## src/rtl/control_path_gen.sv

```systemverilog
// rtl/control_path_gen.sv - control path sequencing off, countdown list, free count and update regimes
`timescale 1ns/1ps
module control_path_gen #(
  parameter int SW          = 4,
  parameter int ELIST_START = 6,
  parameter int ELIST_STEP  = 2,
  parameter int DWELL       = 4
) (
  input  logic          clk,
  input  logic          rst,
  input  logic [1:0]    on,
  input  logic          start,
  input  logic          abort,
  input  logic          y_inc,
  output logic [1:0]    regime,
  output logic          active,
  output logic          done,
  output logic [1:0]    y_select_next,
  output logic [SW-1:0] s_step,
  output logic          s_en,
  output logic          s_add,
  output logic          s_zero,
  output logic          y_en,
  output logic          y_store_x
);

  localparam int TW = (DWELL > 1) ? $clog2(DWELL) : 1;
  localparam logic [SW-1:0] START_V   = SW'(ELIST_START);
  localparam logic [SW-1:0] STEP_V    = SW'(ELIST_STEP);
  localparam logic [TW-1:0] TIMER_RLD = TW'(DWELL - 1);

  typedef enum logic [3:0] {
    OFF, EL_WAIT, EL_LOAD, EL_HOLD, EL_DEC, EL_DONE, CNT, UPD1, UPD2
  } state_t;

  state_t        state, state_nx;
  logic [TW-1:0] timer;
  logic [SW-1:0] rem;
  logic [SW-1:0] dec_step;

  // The last decrement is clipped to what remains so s lands exactly on 0.
  assign dec_step = (rem < STEP_V) ? rem : STEP_V;

  always_ff @(posedge clk or posedge rst) begin
    if (rst) begin
      state <= OFF;
      timer <= '0;
      rem   <= '0;
    end else begin
      state <= state_nx;
      case (state)
        EL_LOAD: begin
          rem   <= START_V;
          timer <= TIMER_RLD;
        end
        EL_HOLD: if (timer != '0) timer <= timer - TW'(1);
        EL_DEC: begin
          rem   <= rem - dec_step;
          timer <= TIMER_RLD;
        end
        default: ;
      endcase
    end
  end

  always_comb begin
    state_nx = state;
    case (state)
      OFF: begin
        case (on)
          2'd1:    state_nx = EL_WAIT;
          2'd2:    state_nx = CNT;
          2'd3:    state_nx = UPD1;
          default: state_nx = OFF;
        endcase
      end
      EL_WAIT: begin
        if (abort)         state_nx = OFF;
        else if (start)    state_nx = EL_LOAD;
        else if (on == '0) state_nx = OFF;
      end
      EL_LOAD: state_nx = abort ? OFF : EL_HOLD;
      EL_HOLD: begin
        if (abort)              state_nx = OFF;
        else if (timer == '0)   state_nx = (rem == '0) ? EL_DONE : EL_DEC;
      end
      EL_DEC:  state_nx = abort ? OFF : EL_HOLD;
      EL_DONE: state_nx = OFF;
      CNT:     state_nx = (start && !abort) ? CNT : OFF;
      UPD1:    state_nx = UPD2;
      UPD2:    state_nx = OFF;
      default: state_nx = OFF;
    endcase
  end

  always_comb begin
    regime        = 2'd0;
    active        = 1'b0;
    done          = 1'b0;
    y_select_next = 2'd0;
    s_step        = '0;
    s_en          = 1'b0;
    s_add         = 1'b0;
    s_zero        = 1'b0;
    y_en          = 1'b0;
    y_store_x     = 1'b0;
    case (state)
      EL_WAIT: regime = 2'd1;
      EL_LOAD: begin
        regime = 2'd1;
        active = 1'b1;
        s_en   = 1'b1;
        s_zero = 1'b1;
        s_step = START_V;
      end
      EL_HOLD: begin
        regime = 2'd1;
        active = 1'b1;
      end
      EL_DEC: begin
        regime = 2'd1;
        active = 1'b1;
        s_en   = 1'b1;
        s_step = dec_step;
      end
      EL_DONE: begin
        regime = 2'd1;
        done   = 1'b1;
        s_en   = 1'b1;
        s_zero = 1'b1;
        s_step = START_V;
      end
      CNT: begin
        regime = 2'd2;
        if (start && !abort) begin
          active = 1'b1;
          s_en   = 1'b1;
          s_add  = 1'b1;
          s_step = SW'(1);
          if (y_inc) begin
            y_en          = 1'b1;
            y_select_next = 2'd1;
          end
        end
      end
      UPD1: begin
        regime    = 2'd3;
        y_en      = 1'b1;
        y_store_x = 1'b1;
      end
      UPD2: begin
        regime = 2'd3;
        s_en   = 1'b1;
        s_zero = 1'b1;
      end
      default: ;
    endcase
  end

endmodule

```

## config.mk

```make
export PLATFORM = sky130hd
export DESIGN_NAME = control_path_gen
export DESIGN_NICKNAME = d
export VERILOG_FILES = /design/src/rtl/control_path_gen.sv
export SDC_FILE = /design/constraint.sdc
export NUM_CORES = 1
export LEC_CHECK = 0
export CAP_MARGIN = 40
export CORE_UTILIZATION = 53
export CTS_BUF_LIST = sky130_fd_sc_hd__clkbuf_8
export DETAILED_ROUTE_END_ITERATION = 8
export PLACE_DENSITY = 0.87
export SYNTH_ARGS = -nofsm -noshare
export SYNTH_HDL_FRONTEND = slang
export SYNTH_SLANG_ARGS = --single-unit
```

## constraint.sdc

```tcl
create_clock -name clk -period 4.9 [get_ports clk]
set_input_delay 1.47 -clock clk [delete_from_list [all_inputs] [get_ports clk]]
set_output_delay 1.47 -clock clk [all_outputs]
set_load 0.005 [all_outputs]
```

==> qor.yml <==
synthesis:
  synth-edff-count: 0
  synth-seq-cells: 10
  synthArstFlopShare_pct: 100
  synth_top_area_cell: "dfrtp_1"
  yosys-top-cells-count: "nor2_1, dfrtp_1, o21ai_0"
  ys_types: 44
  ys_seq_area_share_pct: 29.9
  synth_area_um2: 837
  synth-main-ff-cell: "dfrtp_1"
  synth.most_common_cell: "nor2_1"
  yosysWarningCount: 0
  yosysTopAreaCellShare_pct: 29.9
  avgSynthCellArea_um2: 8.29
  syn_inst: 101
  synth_area_leaders: "dfrtp_1, nor2_1, o21ai_0, buf_4, inv_1"
run:
  cap_viol_max_count: 0
placement:
  port_buffers: 19
  hpwl_mm: 1.46
  dp_cells: 126
  place_congestion: 0.776
timing:
  maxSlewViolCount: 0
  fin_skew_ns: 0.00125
  finalSetupViolCount: 0
  worst_pin_slew_ns: 0.589
  timing.final.crit_period_ns: 4.81
  hold_viol: 0
  finalSetupTns_ns: 0
  clock.fmax_mhz: 208
  rsz0062_at_grt: "false"
  fin_crit_sh_pct: 98.1
  slew_headroom_pct: 60.7
setup_path:
  reg2reg_slack_ns: 2.99
  cp.required_ns: 3.43
  end_kind: "output pin"
  start_kind: "input port"
  path_class: "in -> out"
  cp.arrival_ns: 3.34
  path_max_fanout: 6
clock_tree:
  cts_max_level: 1
  path_clk_slew_ns: 0.05
  cts_made_buffers: 3
  cts_buffer_depth: 2
  postCtsSetupBuffers: 0
  cts_tree: "done"
  cts.sinks: 10
  cts_root_buf: "clkbuf_8"
  post_cts_resized: 0
  postCtsHoldBufs: 0
  insertion_delay_ns: 0.24
routing:
  finalWirelength_mm: 1.96
  met1Wirelength_um: 810
  routed.top_layer: "met4"
  ant_nets: 0
  vias: 780
  wl_per_cell_um: 15.1
  firstDrtPassIters: 4
  route.met3.wl_um: 90
  drcViolationCount: 0
  viasPerCell: 6.00
  wl_met2_mm: 1.01
  drt_iter0_drc: 8
floorplanning:
  start_util_pct: 60.5
  io_pins: 22
  core_mm2: 0.00138
  rows: 13
  die_x_um: 41.7
  die_y_um: 41.7
  die-area_mm2: 0.00174
grt:
  grt_pass1_wl_mm: 3.33
  grt_usage_pct: 24.8
  antenna_found_initial: 0
  grt_max_degree: 20
  grt-ovfl-total: 0
  grt_pass1_vias: 762
outcome:
  status: "finished, final reports clean"
cells_and_area:
  area_growth_pct: 24.5
  diodes: 0
  final_cells: 130
  fin_nets: 125
  drive_above_1_share_pct: 7.83
power_and_ir_drop:
  power_leakage_uw: 0.000473
  power_density_mw_per_mm2: 569
  ir_drop_mv: 0.393
worst_hold_path:
  hold_class: "reg -> reg"
## path summary, 6_finish.rpt
check	cells after the start	to	from
setup / recovery	4	y_en	abort
hold / removal	2	timer[1]	timer[1]
hold reg to reg	2	timer[1]	timer[1]
min in group asynchronous	2	state[3]	rst
setup reg to reg	3	state[2]	state[1]
max in group asynchronous	2	state[1]	rst
## through the flow
step           total power (uW)  area [um^2]  hold slack, ns  worst slack (ns)  util, %
3_5_place_dp                488          987           0.534             0.120     71.4
3_3_place_gp                477          987           0.520             0.201     71.4
5_1_grt                     641         1040           0.565            0.0340     75.4
6_report                    593         1040           0.542            0.0935     75.4
4_1_cts                     594         1040           0.543             0.125     75.4
2_1_floorplan               370          841           0.498              1.18        -
## final cells by class
class | instances | area, um^2
multi-input cells | 75 | 502
clock buffers | 4 | 55.1
inverters | 7 | 26.3
repair buffers | 19 | 190
fillers | 104 | 340
flip-flops and latches | 10 | 250
well taps | 15 | 18.8
## power by group
part | leakage [uW] | switching [uW] | total, uW | internal (uW)
sequential | 0.000119 | 63.2 | 170 | 107
clock | 0.0000288 | 33.2 | 104 | 70.7
combinational | 0.000325 | 140 | 319 | 179
total | 0.000473 | 237 | 593 | 357
## kinds of logic after synthesis
logic type,share of synthesized area [%]
simple gates,30.6
other cells,0.897
flops,29.9
compound gates,22.9
xor+xnor,2.09
fa+ha+maj,2.99
buf+inv,10.6
## flip-flops by register name, summed over array words and instances (netlist names)
| signal | cells |
|---|---|
| rem | 4 |
| state | 4 |
| timer | 2 |
## layout by cell type (no fill, tap or decap), types with 2 or more instances in the layout
cell type and n:
a21boi_0 3, a21o_1 2, and3_1 3, clkbuf_8 4
clkdlybuf4s50_1 19, conb_1 3, dfrtp_1 10, ha_1 2
inv_1 7, nand2_1 3, nand2b_1 3, nor2_1 13
nor3_1 2, nor3b_1 2, o21ai_0 8, o21bai_1 2
o22ai_1 3, or3_1 2
## routing by layer
layer	global-route usage, %	vias to the layer above
li1	-	381
met1	26.2	367
met2	45.9	26
met3	3.91	6
met4	13.5	0
met5	0	-
## worst max-delay path: stages
cell and delay, ns:
clkdlybuf4s50_1 0.47, or4b_1 0.61, o22ai_1 0.22, clkdlybuf4s50_1 0.56
No activity file was read; power rests on OpenSTA's default activity.
